[config.mk]
export PLATFORM = sky130hd
export DESIGN_NAME = sha256_chain_core
export DESIGN_NICKNAME = d
export VERILOG_FILES = /design/src/rtl/sha256_chain_core.sv
export SDC_FILE = /design/constraint.sdc
export NUM_CORES = 2
export LEC_CHECK = 0
export CAP_MARGIN = 25
export CORE_MARGIN = 2
export CORE_UTILIZATION = 58
export DETAILED_ROUTE_END_ITERATION = 7
export DONT_BUFFER_PORTS = 1
export GPL_ROUTABILITY_DRIVEN = 1
export PLACE_DENSITY = 0.75
export SLEW_MARGIN = 20
export SYNTH_ARGS = -nofsm -noshare
export SYNTH_HDL_FRONTEND = slang
export SYNTH_SLANG_ARGS = --single-unit
[constraint.sdc]
create_clock -name clk_i -period 7.75 [get_ports clk_i]
set_clock_uncertainty 0.1 [all_clocks]
set_input_delay 1.1625 -clock clk_i [delete_from_list [all_inputs] [get_ports clk_i]]
set_output_delay 1.1625 -clock clk_i [all_outputs]
set_load 0.005 [all_outputs]
[src/rtl/sha256_chain_core.sv]
// Iterative SHA-256 compression engine with multi-block hash chaining and a
// valid/ready input, valid/yumi output. Define SHA256_SHA224_MODE_EN for SHA-224 support.
module sha256_chain_core #(
    parameter int ROUNDS_PER_CYCLE = 1,
    parameter int COUNT_W          = 16
) (
    input  logic               clk_i,
    input  logic               reset_n_i,
    input  logic               en_i,
    input  logic               v_i,
    output logic               ready_o,
    input  logic [511:0]       block_i,
    input  logic               first_i,
    input  logic               last_i,
    output logic               v_o,
    input  logic               yumi_i,
    output logic [255:0]       digest_o,
`ifdef SHA256_SHA224_MODE_EN
    input  logic               mode224_i,
`endif
    output logic [COUNT_W-1:0] block_cnt_o
);

    if (ROUNDS_PER_CYCLE != 1 && ROUNDS_PER_CYCLE != 2 &&
        ROUNDS_PER_CYCLE != 4 && ROUNDS_PER_CYCLE != 8) begin : g_bad_rounds
        $error("sha256_chain_core: ROUNDS_PER_CYCLE must be 1, 2, 4 or 8");
    end

    localparam logic [5:0] RND_STEP = 6'(ROUNDS_PER_CYCLE);
    localparam logic [5:0] RND_LAST = 6'(64 - ROUNDS_PER_CYCLE);

    localparam logic [31:0] K_TAB [64] = '{
        32'h428a2f98, 32'h71374491, 32'hb5c0fbcf, 32'he9b5dba5,
        32'h3956c25b, 32'h59f111f1, 32'h923f82a4, 32'hab1c5ed5,
        32'hd807aa98, 32'h12835b01, 32'h243185be, 32'h550c7dc3,
        32'h72be5d74, 32'h80deb1fe, 32'h9bdc06a7, 32'hc19bf174,
        32'he49b69c1, 32'hefbe4786, 32'h0fc19dc6, 32'h240ca1cc,
        32'h2de92c6f, 32'h4a7484aa, 32'h5cb0a9dc, 32'h76f988da,
        32'h983e5152, 32'ha831c66d, 32'hb00327c8, 32'hbf597fc7,
        32'hc6e00bf3, 32'hd5a79147, 32'h06ca6351, 32'h14292967,
        32'h27b70a85, 32'h2e1b2138, 32'h4d2c6dfc, 32'h53380d13,
        32'h650a7354, 32'h766a0abb, 32'h81c2c92e, 32'h92722c85,
        32'ha2bfe8a1, 32'ha81a664b, 32'hc24b8b70, 32'hc76c51a3,
        32'hd192e819, 32'hd6990624, 32'hf40e3585, 32'h106aa070,
        32'h19a4c116, 32'h1e376c08, 32'h2748774c, 32'h34b0bcb5,
        32'h391c0cb3, 32'h4ed8aa4a, 32'h5b9cca4f, 32'h682e6ff3,
        32'h748f82ee, 32'h78a5636f, 32'h84c87814, 32'h8cc70208,
        32'h90befffa, 32'ha4506ceb, 32'hbef9a3f7, 32'hc67178f2
    };

    localparam logic [31:0] IV256 [8] = '{
        32'h6a09e667, 32'hbb67ae85, 32'h3c6ef372, 32'ha54ff53a,
        32'h510e527f, 32'h9b05688c, 32'h1f83d9ab, 32'h5be0cd19
    };

    localparam logic [31:0] IV224 [8] = '{
        32'hc1059ed8, 32'h367cd507, 32'h3070dd17, 32'hf70e5939,
        32'hffc00b31, 32'h68581511, 32'h64f98fa7, 32'hbefa4fa4
    };

    function automatic logic [31:0] rotr(input logic [31:0] x, input int n);
        return (x >> n) | (x << (32 - n));
    endfunction

    function automatic logic [31:0] bsig0(input logic [31:0] x);
        return rotr(x, 2) ^ rotr(x, 13) ^ rotr(x, 22);
    endfunction

    function automatic logic [31:0] bsig1(input logic [31:0] x);
        return rotr(x, 6) ^ rotr(x, 11) ^ rotr(x, 25);
    endfunction

    function automatic logic [31:0] ssig0(input logic [31:0] x);
        return rotr(x, 7) ^ rotr(x, 18) ^ (x >> 3);
    endfunction

    function automatic logic [31:0] ssig1(input logic [31:0] x);
        return rotr(x, 17) ^ rotr(x, 19) ^ (x >> 10);
    endfunction

    typedef enum logic [1:0] {eIdle, eBusy, eFold, eDone} state_e;

    state_e               state_q;
    logic [5:0]           rnd_q;
    logic [31:0]          w_q  [16];
    logic [31:0]          wk_q [8];
    logic [31:0]          h_q  [8];
    logic                 chain_q;
    logic                 last_q;
    logic                 mode_q;
    logic                 v_q;
    logic [255:0]         digest_q;
    logic [COUNT_W-1:0]   cnt_q;

    logic [31:0]          work_d [8];
    logic [31:0]          w_d    [16];
    logic [31:0]          blk_w  [16];
    logic [31:0]          h_sum  [8];
    logic [31:0]          iv_sel [8];
    logic [255:0]         digest_d;
    logic                 mode_sel;
    logic                 accept;
    logic                 new_msg;

`ifdef SHA256_SHA224_MODE_EN
    assign mode_sel = mode224_i;
`else
    assign mode_sel = 1'b0;
`endif

    assign ready_o     = (state_q == eIdle) & en_i & reset_n_i;
    assign accept      = v_i & ready_o;
    assign new_msg     = first_i | ~chain_q;
    assign v_o         = v_q;
    assign digest_o    = digest_q;
    assign block_cnt_o = cnt_q;

    genvar gi;
    for (gi = 0; gi < 16; gi++) begin : g_blk
        assign blk_w[gi] = block_i[511-32*gi -: 32];
    end

    for (gi = 0; gi < 8; gi++) begin : g_fold
        assign h_sum[gi]  = h_q[gi] + wk_q[gi];
        assign iv_sel[gi] = mode_sel ? IV224[gi] : IV256[gi];
        // SHA-224 truncates to H0..H6; the last digest word reads as zero.
        if (gi == 7) begin : g_tail
            assign digest_d[31:0] = mode_q ? 32'h0 : h_sum[gi];
        end else begin : g_word
            assign digest_d[255-32*gi -: 32] = h_sum[gi];
        end
    end

    // Unrolled compression rounds; window slot 0 always holds Wt for the current round.
    always_comb begin
        logic [31:0] t1;
        logic [31:0] t2;
        logic [31:0] wnew;
        work_d = wk_q;
        w_d    = w_q;
        t1     = '0;
        t2     = '0;
        wnew   = '0;
        for (int j = 0; j < ROUNDS_PER_CYCLE; j++) begin
            t1 = work_d[7] + bsig1(work_d[4])
               + ((work_d[4] & work_d[5]) ^ (~work_d[4] & work_d[6]))
               + K_TAB[rnd_q + 6'(j)] + w_d[0];
            t2 = bsig0(work_d[0])
               + ((work_d[0] & work_d[1]) ^ (work_d[0] & work_d[2]) ^ (work_d[1] & work_d[2]));
            work_d[7] = work_d[6];
            work_d[6] = work_d[5];
            work_d[5] = work_d[4];
            work_d[4] = work_d[3] + t1;
            work_d[3] = work_d[2];
            work_d[2] = work_d[1];
            work_d[1] = work_d[0];
            work_d[0] = t1 + t2;
            wnew = ssig1(w_d[14]) + w_d[9] + ssig0(w_d[1]) + w_d[0];
            for (int k = 0; k < 15; k++) begin
                w_d[k] = w_d[k+1];
            end
            w_d[15] = wnew;
        end
    end

    always_ff @(posedge clk_i or negedge reset_n_i) begin
        if (!reset_n_i) begin
            state_q  <= eIdle;
            rnd_q    <= '0;
            w_q      <= '{default: '0};
            wk_q     <= '{default: '0};
            h_q      <= IV256;
            chain_q  <= 1'b0;
            last_q   <= 1'b0;
            mode_q   <= 1'b0;
            v_q      <= 1'b0;
            digest_q <= '0;
            cnt_q    <= '0;
        end else begin
            case (state_q)
                eIdle: begin
                    if (accept) begin
                        state_q <= eBusy;
                        rnd_q   <= '0;
                        w_q     <= blk_w;
                        last_q  <= last_i;
                        if (new_msg) begin
                            h_q    <= iv_sel;
                            wk_q   <= iv_sel;
                            mode_q <= mode_sel;
                            cnt_q  <= COUNT_W'(1);
                        end else begin
                            wk_q <= h_q;
                            if (!(&cnt_q)) begin
                                cnt_q <= cnt_q + COUNT_W'(1);
                            end
                        end
                    end
                end
                eBusy: begin
                    if (en_i) begin
                        wk_q  <= work_d;
                        w_q   <= w_d;
                        rnd_q <= rnd_q + RND_STEP;
                        if (rnd_q == RND_LAST) begin
                            state_q <= eFold;
                        end
                    end
                end
                eFold: begin
                    if (en_i) begin
                        h_q <= h_sum;
                        if (last_q) begin
                            digest_q <= digest_d;
                            v_q      <= 1'b1;
                            chain_q  <= 1'b0;
                            state_q  <= eDone;
                        end else begin
                            chain_q <= 1'b1;
                            state_q <= eIdle;
                        end
                    end
                end
                eDone: begin
                    // The output handshake is honoured even while the core is disabled.
                    if (yumi_i) begin
                        v_q     <= 1'b0;
                        state_q <= eIdle;
                    end
                end
                default: state_q <= eIdle;
            endcase
        end
    end

endmodule

==> impl_metrics.ini <==
[drt]
drt-pass1-iter-count = 8
drc = 0
viasPerCell = 6.424
wire_per_inst_um = 27.68
first_iter_violations = 8716
vias = 72900
ant_nets = 0
routed_wl_um = 314100

[worst_setup_path]
crit_path_frequent_cell = buf_4
required_ps = 8330
critPathSlowestCell = fa_1
arrival_ps = 7970
path_class = reg -> reg
cp_max_fo = 6
worstSetupStartpointType = flop
critical_path.max_stage_delay_ps = 560
endpoint_kind = flop

[synthesis]
synth_edf_count = 0
syn-cell-area_mm2 = 0.08139
synth_fp_nets = 10580
async_flop_share = 1.000
synth_seq_cells = 1307
yosys-top-cells-area = dfrtp_1 (36%), nand2_1 (7.9%), ha_1 (6.1%), fa_1 (4.8%), o21ai_0 (4.7%)
synth_top_area_frac = 0.3600
yosys.area.top_type = dfrtp_1
ys.flop_type = dfrtp_1
syn_avg_cell_area_um2 = 8.595
syn_inst = 9469
ys_seq_area_frac = 0.4039
yosysWarnings = 0
synth_cell_types = 101

[hold_path]
hold_class = in -> async

[sta]
setup_viol = 0
setup-tns-final_ps = 0
layout_min_cycle_time_ps = 7396
fin_ws_ps = 353.6
fin_crit_sh = 0.9544
tightest_slew_ps = 1147
final-hold-violation-count = 0
slew_headroom = 0.2352
fmax_mhz = 135.2
maxSlewViolCount = 0

[finish]
syn_to_final_growth_pct = 9.854
fin_nets = 10410
layout_common_cells = nand2_1 (1699), dfrtp_1 (1169), nor2_1 (962)
fin_cells = 11350
drive_gt1_frac = 0.08542
fillers = 11780
final_common_cell = nand2_1
final_util = 0.6416

[global_routing]
grt_pass1_wl_um = 453600
grt_util_all_layers = 0.4284
grt_max_degree = 267
grt_pass1_vias = 68940
grt_overflow = 0
antenna_found_initial = 71

[floorplan]
die_w_um = 378.6
start_util = 0.5840
io_pins = 793
row_count = 137
dieArea_mm2 = 0.1433
core_mm2 = 0.1394
die_y_um = 378.6

[clocking]
clk_pin_slew_ps = 60
cts_root_buf = clkbuf_16
cts_sinks = 1307
cts.path.max_buffers = 3
cts_made_buffers = 143
htree_levels = 4
cts_tree = yes
clk_latency_ps = 800

[job]
drv_cap = 0

[placement]
dp.cells = 11020
port_buffers = 0
routabilityCongestion = 1.040
post-place-ws_ps = 29.65
dp_hpwl_um = 237300

[outcome]
status = completed
-- area by class of cell --
| class | count | area, um^2 | share of cell area |
|---|---|---|---|
| multi-input combinational | 7036 | 44500 | 0.4976 |
| sequential | 1307 | 32880 | 0.3678 |
| clock buffer | 207 | 4154 | 0.04646 |
| timing repair buffer | 301 | 2686 | 0.03004 |
| tap | 1876 | 2347 | 0.02625 |
| inverter | 506 | 1899 | 0.02124 |
| clock inverter | 55 | 797.0 | 0.008914 |
| antenna | 60 | 150.1 | 0.001679 |
-- logic make-up after synthesis --
group | after synthesis | synth area share
xor+xnor | 591 | 0.06386
fa+ha+maj | 598 | 0.1098
mux | 58 | 0.008624
simple gates | 3131 | 0.1573
buf+inv | 1126 | 0.05237
compound gates | 2658 | 0.2040
flops | 1307 | 0.4039
-- metal layers --
| metal | track usage | wire length, um |
|---|---|---|
| met1 | 0.5392 | 117100 |
| met2 | 0.6476 | 139200 |
| met3 | 0.1174 | 33950 |
| met4 | 0.2830 | 23660 |
| met5 | 0 | 184 |
-- metrics by stage --
stage          instance area (um^2)  hold WS [ps]
6_report                      89410         152.9
3_5_place_dp                  84060         371.9
5_1_grt                       89390         162.8
4_1_cts                       89040         203.8
2_1_floorplan                 81390         349.7
3_3_place_gp                  84030         365.4
-- synthesized netlist by cell type, types with 16 or more instances --
cell type and number:
a211oi_1 32, a21o_1 156, a21oi_1 471, a221oi_1 96
a22o_1 16, a22oi_1 61, a31oi_1 535, and2_1 19
and3_1 29, buf_1 33, clkbuf_1 579, dfrtp_1 1171
dfstp_2 136, fa_1 195, ha_1 400, inv_1 505
mux2_2 37, nand2_1 1703, nand2b_1 58, nand3_1 96
nand4_1 30, nor2_1 970, nor2b_1 54, nor3_1 75
o211ai_1 59, o21a_1 62, o21ai_0 768, o21ai_1 37
o21bai_1 43, o221ai_1 25, o22a_1 18, o22ai_1 107
o31ai_1 17, or3_1 25, xnor2_1 329, xor2_1 260
-- state kept, by name, summed over array words and instances (netlist names), 2 cells and up --
signal	count
digest_o	256
wk_q	256
rnd_q	6
w_d	480
state_q	2
h_q	256
w_q	32
block_cnt_o	16
-- worst max-delay path: cells and delay by family (launching register included) --
| family | cells | cell delay (ps) |
|---|---|---|
| adder cells (fa/ha/maj) | 5 | 1880 |
| multiplexers | 1 | 550 |
| XOR/XNOR | 2 | 360 |
| AO/OA/AOI/OAI | 10 | 1980 |
| buffers and inverters | 9 | 1140 |
| AND/OR/NAND/NOR | 5 | 850 |
| flip-flops | 1 | 420 |
-- worst paths after layout --
kind | from | end | slack, ps | depth (start not counted)
setup / recovery | rnd_q[0]$_DFFE_PN0P_ | wk_q[254]$_DFFE_PN0P_ | 350 | 32
hold / removal | reset_n_i | digest_o[159]$_DFFE_PN0P_ | 150 | 1
setup reg to reg | rnd_q[0]$_DFFE_PN0P_ | wk_q[254]$_DFFE_PN0P_ | 350 | 32
hold reg to reg | h_q[159]$_DFFE_PN1P_ | h_q[159]$_DFFE_PN1P_ | 380 | 2
max in group asynchronous | reset_n_i | w_d[37]$_DFFE_PN0P_ | 4130 | 5
min in group clk_i | h_q[159]$_DFFE_PN1P_ | h_q[159]$_DFFE_PN1P_ | 380 | 2
-- repair_timing --
item | 4_1_cts | 5_1_grt
gates cloned | 0 | 0
pin swaps | 0 | 10
resized for setup | 1 | 36
setup buffers | 0 | 5
hold buffers | 1 | 0
hold endpoints to repair | 117 | 0
endpoints found under the setup margin | 1 | 20
Power is not shown: default switching activity piles up to over one toggle a cycle in this logic, so the estimate is an artifact.
